[src/rtl/fetch_pkg.sv]
// Shared fetch/decode types: the fetch entry bundle and queue defaults.
// Occupancy classes are derived from the queue pointers, not stored.
package fetch_pkg;

  localparam int FETCHQ_DEPTH_DEFAULT = 4;
  localparam int FETCHQ_XLEN = 32;

  typedef struct packed {
    logic [FETCHQ_XLEN-1:0] pc;
    logic [FETCHQ_XLEN-1:0] inst;
    logic                   fault;
  } fetch_entry_t;

  typedef enum logic [1:0] {
    FQ_EMPTY,
    FQ_PARTIAL,
    FQ_FULL
  } fq_state_t;

endpackage

[src/rtl/fetch_queue.sv]
// Fetch-to-decode instruction buffer: DEPTH-entry FIFO with flush.
// Optional FETCHQ_BYPASS_EN: zero-latency pass-through when empty.
module fetch_queue
  import fetch_pkg::*;
#(
  parameter int DEPTH = FETCHQ_DEPTH_DEFAULT,
  parameter int XLEN  = FETCHQ_XLEN
) (
  input  logic                     clk_i,
  input  logic                     rst_i,
  input  logic                     flush_i,
  input  logic                     enq_valid_i,
  input  logic [XLEN-1:0]          enq_pc_i,
  input  logic [XLEN-1:0]          enq_inst_i,
  input  logic                     enq_fault_i,
  output logic                     enq_ready_o,
  output logic                     deq_valid_o,
  output logic [XLEN-1:0]          deq_pc_o,
  output logic [XLEN-1:0]          deq_inst_o,
  output logic                     deq_fault_o,
  input  logic                     deq_ready_i,
  output logic [$clog2(DEPTH+1)-1:0] count_o
);

  localparam int AW = $clog2(DEPTH);
  localparam int PW = AW + 1;
  localparam int CW = $clog2(DEPTH + 1);

  fetch_entry_t mem [DEPTH];
  fetch_entry_t head;

  logic [PW-1:0] wr_ptr;
  logic [PW-1:0] rd_ptr;
  fq_state_t     state;
  logic          byp;
  logic          enq_fire;
  logic          deq_fire;
  logic          wr_en;
  logic          rd_adv;

  // Occupancy class: equal index with differing MSB means full.
  always_comb begin
    state = FQ_PARTIAL;
    if (wr_ptr == rd_ptr)
      state = FQ_EMPTY;
    else if (wr_ptr[AW-1:0] == rd_ptr[AW-1:0])
      state = FQ_FULL;
  end

`ifdef FETCHQ_BYPASS_EN
  assign byp = (state == FQ_EMPTY) && enq_valid_i && !flush_i;
`else
  assign byp = 1'b0;
`endif

  assign enq_ready_o = (state != FQ_FULL);
  assign deq_valid_o = (state != FQ_EMPTY) || byp;
  assign enq_fire    = enq_valid_i && enq_ready_o;
  assign deq_fire    = deq_valid_o && deq_ready_i;
  // A bypassed entry consumed this cycle never touches storage.
  assign wr_en  = enq_fire && !flush_i && !(byp && deq_ready_i);
  assign rd_adv = deq_fire && !flush_i && !byp;
  assign head   = mem[rd_ptr[AW-1:0]];
  assign count_o = CW'(wr_ptr - rd_ptr);

  // Head presentation: bypass source, stored head, or zeros when idle.
  always_comb begin
    deq_pc_o    = '0;
    deq_inst_o  = '0;
    deq_fault_o = 1'b0;
    if (byp) begin
      deq_pc_o    = enq_pc_i;
      deq_inst_o  = enq_inst_i;
      deq_fault_o = enq_fault_i;
    end else if (state != FQ_EMPTY) begin
      deq_pc_o    = head.pc;
      deq_inst_o  = head.inst;
      deq_fault_o = head.fault;
    end
  end

  // Pointer update; flush wins over any same-cycle enq/deq.
  always_ff @(posedge clk_i or posedge rst_i) begin
    if (rst_i) begin
      wr_ptr <= '0;
      rd_ptr <= '0;
    end else if (flush_i) begin
      wr_ptr <= '0;
      rd_ptr <= '0;
    end else begin
      if (wr_en)
        wr_ptr <= wr_ptr + 1'b1;
      if (rd_adv)
        rd_ptr <= rd_ptr + 1'b1;
    end
  end

  // Entry storage; not reset, contents only matter behind the pointers.
  always_ff @(posedge clk_i) begin
    if (wr_en)
      mem[wr_ptr[AW-1:0]] <= '{
        pc:    enq_pc_i,
        inst:  enq_inst_i,
        fault: enq_fault_i
      };
  end

endmodule

[config.mk]
export PLATFORM = sky130hd
export DESIGN_NAME = fetch_queue
export DESIGN_NICKNAME = d
export VERILOG_FILES = /design/src/rtl/fetch_pkg.sv /design/src/rtl/fetch_queue.sv
export SDC_FILE = /design/constraint.sdc
export NUM_CORES = 1
export LEC_CHECK = 0
export ABC_AREA = 0
export CORE_UTILIZATION = 50
export CTS_CLUSTER_SIZE = 12
export DETAILED_ROUTE_END_ITERATION = 12
export PLACE_DENSITY = 0.74
export SLEW_MARGIN = 15
export SYNTH_ARGS = -nofsm -noshare
export SYNTH_HDL_FRONTEND = slang
export SYNTH_SLANG_ARGS = --single-unit
[constraint.sdc]
create_clock -name clk_i -period 3.63 [get_ports clk_i]
set_input_delay 0.363 -clock clk_i [delete_from_list [all_inputs] [get_ports clk_i]]
set_output_delay 0.363 -clock clk_i [all_outputs]
set_load 0.01 [all_outputs]
### Word level (Yosys, flattened, before mapping)

Memory sizes are Yosys's and may differ from the RTL's.
Index checks and enable logic that the tools add are counted.

* output and inout bits: 70
* bits in registers: 6
* memories: 1
* input port bits: 70
* bits in writable memories: 260

* equal/unequal tests: 3
* reduce and logical (&&, ||, !) cells: 8
* muxes and demuxes: 11
* add/subtract/negate cells: 3

Memory list
* mem: words 4, bits a word 65, read ports 1, clocked after Yosys merged registers in 0, write ports 1, line fetch_queue.sv:29 `fetch_entry_t mem [DEPTH];`

Operators by type and width (number)
* 32-bit two-way mux: 2
* 3-bit two-way mux: 4
* 3-bit by 1-bit adder with 3-bit output, second input constant: 2
* 2-bit nonzero test: 3
* 1-bit logical AND: 4
* 2-bit two-way mux: 2
* 3-bit equality test: 1
* 1-bit two-way mux: 3
* 3-bit subtractor: 1
* 2-bit equality test: 1
* 2-bit inequality test, second input constant: 1
* 1-bit logical NOT: 1

### Depth between registers and ports, before layout

* depth after elaboration: 8
* depth in mapped cells: 6
* mapped depth without buffers: 5

### Worst setup path after synthesis

No wires, ideal clock.

* path type: register to register
* start: register rd_ptr[1]
* end: memory mem[0][0] in the netlist's numbering (enable)
* data required time: 3.199 ns
* path slack: 0.365 ns
* setup time: 0.431 ns
* clock period less this slack: 3.265 ns
* arrival time: 2.834 ns
* cell stages (with the launch flop): 6
* buffers on the path: 0
* cell sequence: dfrtp_1 inv_1 ha_1 nand2_2 or2_2 and4b_1

* word-level cells in the longest chain between the ends: 8
* elaborated cells between the ends (all ways): 9

RTL lines
* start: declaration: line fetch_queue.sv:33 `logic [PW-1:0] rd_ptr;`
* start signal: assignment: line fetch_queue.sv:94 `rd_ptr <= rd_ptr + 1'b1;`
* 2-bit equality test: line fetch_queue.sv:46 `else if (wr_ptr[AW-1:0] == rd_ptr[AW-1:0])`
* 2-bit two-way mux: line fetch_queue.sv:46
* 2-bit two-way mux (*): line fetch_queue.sv:44 `if (wr_ptr == rd_ptr)`
* 2-bit inequality test (*): line fetch_queue.sv:56 `assign enq_ready_o = (state != FQ_FULL);`
* net enq_ready_o: line fetch_queue.sv:16 `output logic enq_ready_o,`
* 1-bit logical AND (*): line fetch_queue.sv:58 `assign enq_fire = enq_valid_i && enq_ready_o;`
* 1-bit logical AND (*): line fetch_queue.sv:61 `assign wr_en = enq_fire && !flush_i && !(byp && deq_ready_i);`
* 1-bit two-way mux (*): line fetch_queue.sv:100 `if (wr_en)`
* 1-bit two-way mux (implied by the code) (*): line fetch_queue.sv:101 `mem[wr_ptr[AW-1:0]] <= '{`
* end: declaration: line fetch_queue.sv:29

The timed path passes the listed nets; every way through them passes the cells marked *.

### Worst setup path after layout

* start: register wr_ptr[0]
* end: output deq_pc_o[0]

* word-level cells in the longest chain between the ends: 5
* elaborated cells between the ends (all ways): 6

RTL lines
* start: declaration: line fetch_queue.sv:32 `logic [PW-1:0] wr_ptr;`
* start signal: assignment: line fetch_queue.sv:92 `wr_ptr <= wr_ptr + 1'b1;`
* 2-bit equality test: line fetch_queue.sv:46
* 2-bit two-way mux: line fetch_queue.sv:46
* 2-bit two-way mux (*): line fetch_queue.sv:44
* 2-bit nonzero test (*): line fetch_queue.sv:75 `end else if (state != FQ_EMPTY) begin`
* 32-bit two-way mux (*): line fetch_queue.sv:75
* end: declaration: line fetch_queue.sv:18 `output logic [XLEN-1:0] deq_pc_o,`

Mark *: on every way between the ends. The rest lies on a longest branch, timed or not.

==> flow_metrics.tcl <==
set metrics [dict create \
    yosysWarnings 0 \
    layout-drive-gt1-share 0.188 \
    hold_class "in -> async" \
    rr_startpoint "wr_ptr[0]$_DFFE_PP0P_" \
    slew_headroom 0.597 \
    drt_iter0_markers 322 \
    path_cells "inv_1, ha_1, nand3_2, buf_4, and2_1, clkdlybuf4s50_1" \
    syn2layout_area_growth_pct 24.0 \
    cp_max_fo 36 \
    dieWidth_microns 147 \
    clkPwrFrac 0.231 \
    final_area_sq_um 13000 \
    slowest_stage "clkdlybuf4s50_1" \
    syn_avg_cell_area_sq_um 21.8 \
    place.gp.congestion 0.701 \
    syn_inst 479 \
    criticalPathCategory "reg -> out" \
    fmax_mhz 327 \
    num_vias 5055 \
    final.setup.tns_ns 0 \
    core_area_sq_um 20400 \
    wl_per_cell_microns 20.7 \
    async_flop_share 0.0226 \
    dp_slack_ns 0.974 \
    dieArea_sq_um 21500 \
    routed_via_density 5.52 \
    status "finished, final reports clean" \
    io_pins 140 \
    postCtsHoldBufs 0 \
    ir_worst_vdd_mv 0.557 \
    dp.cells 873 \
    postRouteAntennaNets 0 \
    place_area_sq_um 12200 \
    num_rows 52 \
    clk-insertion-delay-late_ns 0.52 \
    synth.most_common_cell "edfxtp_1" \
    p_per_area_nw_per_um2 826 \
    cpPeakStageDelay_ns 0.55 \
    r2r_cells 6 \
    antenna_cells 0 \
    p_sw_mw 3.11 \
    htree_levels 1 \
    synth_area_leader_cell "edfxtp_1" \
    intPower_mw 7.59 \
    nets 710 \
    clk_pin_slew_ns 0.06 \
    reg2reg_to "mem[0][20]$_DFFE_PP_" \
    cp-start-kind "flop" \
    slew_viol_final 0 \
    ys.flop_type "edfxtp_1" \
    path_buf_inv 3 \
    grt_antenna_before_repair 1 \
    netlist_top_cells_count "260 x edfxtp_1, 65 x and2_1, 65 x mux4_2, 9 x buf_2, 8 x clkbuf_1" \
    worstMarginPinSlew_ns 0.602 \
    swShare 0.291 \
    ys_ff_latch 266 \
    setup_viol_count_final 0 \
    post_cts_buffers 0 \
    io_buffers 139 \
    cts.repair.resized 0 \
    fin_crit_sh 0.842 \
    grt_usage 0.182 \
    ys_seq_area_frac 0.762 \
    endpoint_kind "primary output" \
    yosysTopAreaCellShare 0.747 \
    power_frac_comb 0.418 \
    cts_tree "done" \
    cp.arrival_ns 2.69 \
    drc_errors 0 \
    syn_area_sq_um 10400 \
    maxCapViolCount 0 \
    layout_setup_ws_ns 0.575 \
    yosysUniqueCellTypes 36 \
    firstDrtPassIters 4 \
    grt_max_degree 70 \
    final_cells 915 \
    start_util 0.513 \
    netlist_top_cells_area "edfxtp_1 75%, mux4_2 14%, and2_1 3.9%" \
    critPathTopFamily "buffers and inverters" \
    r2r_slack_ns 1.03 \
    crit_required_ns 3.27 \
    finalHoldViolCount 0 \
    numCtsBuffers 27 \
    synth_edf_count 260 \
    syn_nets 557 \
    pwr-share-seq 0.350 \
    overflow 0 \
    chipHeight_microns 147 \
    hpwlAfterDp_mm 11.3 \
    drt-total-wl_mm 19.0 \
    cts_root_buf "clkbuf_16" \
    grt_pass1_vias 5262 \
    min_period_ns 3.06 \
    grt_first_pass_wirelength_mm 29.7 \
    rsz0062_at_grt "false" \
    leakagePower_nw 4.14 \
    clock-sinks 266 \
    clock_path_buffers 3 \
    fin_skew_ns 0.00573 \
]
==> stage by stage <==
stage	hold WS [ns]	util	power, mW
after floorplan	0.154	-	6.29
after global placement	0.570	0.597	8.30
after detailed placement	0.575	0.597	8.37
after CTS	0.0700	0.636	10.9
after global routing	0.0882	0.636	11.2
final	0.0759	0.636	10.7
==> logic make-up after synthesis <==
group,synth area share
flops,0.762
buf+inv,0.0196
xor+xnor,0.00168
compound gates,0.00455
simple gates,0.0619
mux,0.140
fa+ha+maj,0.0103
==> cell type report <==
class	instances	area, sq um
multi-input combinational	181	2300
timing repair buffer	150	1540
fill	1411	7410
clock buffer	37	763
clock inverter	5	25.0
tap	270	338
inverter	6	22.5
sequential	266	7970
==> routing by layer <==
layer / up-vias / routed length, microns / GRT usage
li1: 2242 / - / -
met1: 2610 / 8030 / 0.247
met2: 171 / 9520 / 0.308
met3: 30 / 1090 / 0.0403
met4: 2 / 296 / 0.0339
met5: - / 13 / 0
==> worst register-to-register path: stages, from the launching register on <==
cell and delay (ns):
dfrtp_1 0.40, inv_1 0.11, ha_1 0.40, nand2_2 0.22, or2_2 0.20, and4b_4 0.62
buf_4 0.35
==> state kept, by name, indices dropped and copies added (netlist names) <==
register  count
rd_ptr        3
mem         260
wr_ptr        3
==> layout by cell type (no fill, tap or decap), drive strengths merged, types with 2 or more instances in the layout <==
cell,synthesis,final
clkbuf,10,37
nand2,6,6
inv,6,7
a31oi,2,2
or4,3,3
nand3,3,3
and4b,2,2
clkinv,0,4
nor3b,2,2
mux4,65,65
and2,65,65
nor2,2,2
xnor2,2,2
buf,16,11
a211o,2,2
nand4,2,2
nand4b,2,2
dfrtp,6,6
nor2b,2,2
ha,7,7
a21oi,2,2
edfxtp,260,260
clkdlybuf4s50,0,139
and3,4,4
==> worst max path at each step <==
stage,startpoint,to,slack (ns),depth (start not counted)
6_report,wr_ptr[0]$_DFFE_PP0P_,deq_pc_o[0],0.57,6
5_1_grt,wr_ptr[0]$_DFFE_PP0P_,deq_pc_o[0],0.42,6
4_1_cts,rd_ptr[0]$_DFFE_PP0P_,deq_pc_o[29],0.52,4
3_5_place_dp,flush_i,mem[3][17]$_DFFE_PP_,0.97,4
3_3_place_gp,flush_i,mem[2][17]$_DFFE_PP_,1.05,4
2_1_floorplan,rd_ptr[1]$_DFFE_PP0P_,mem[0][0]$_DFFE_PP_,0.37,5
==> power groups by stage <==
stage	Sequential, mW	Clock (mW)	Combinational [mW]
floorplan	3.80	0	2.49
global placement	3.80	0	4.51
detailed placement	3.81	0	4.55
CTS	3.75	2.54	4.58
global route	3.77	2.65	4.82
finish	3.75	2.47	4.48
No activity file was read; power rests on OpenSTA's default activity.
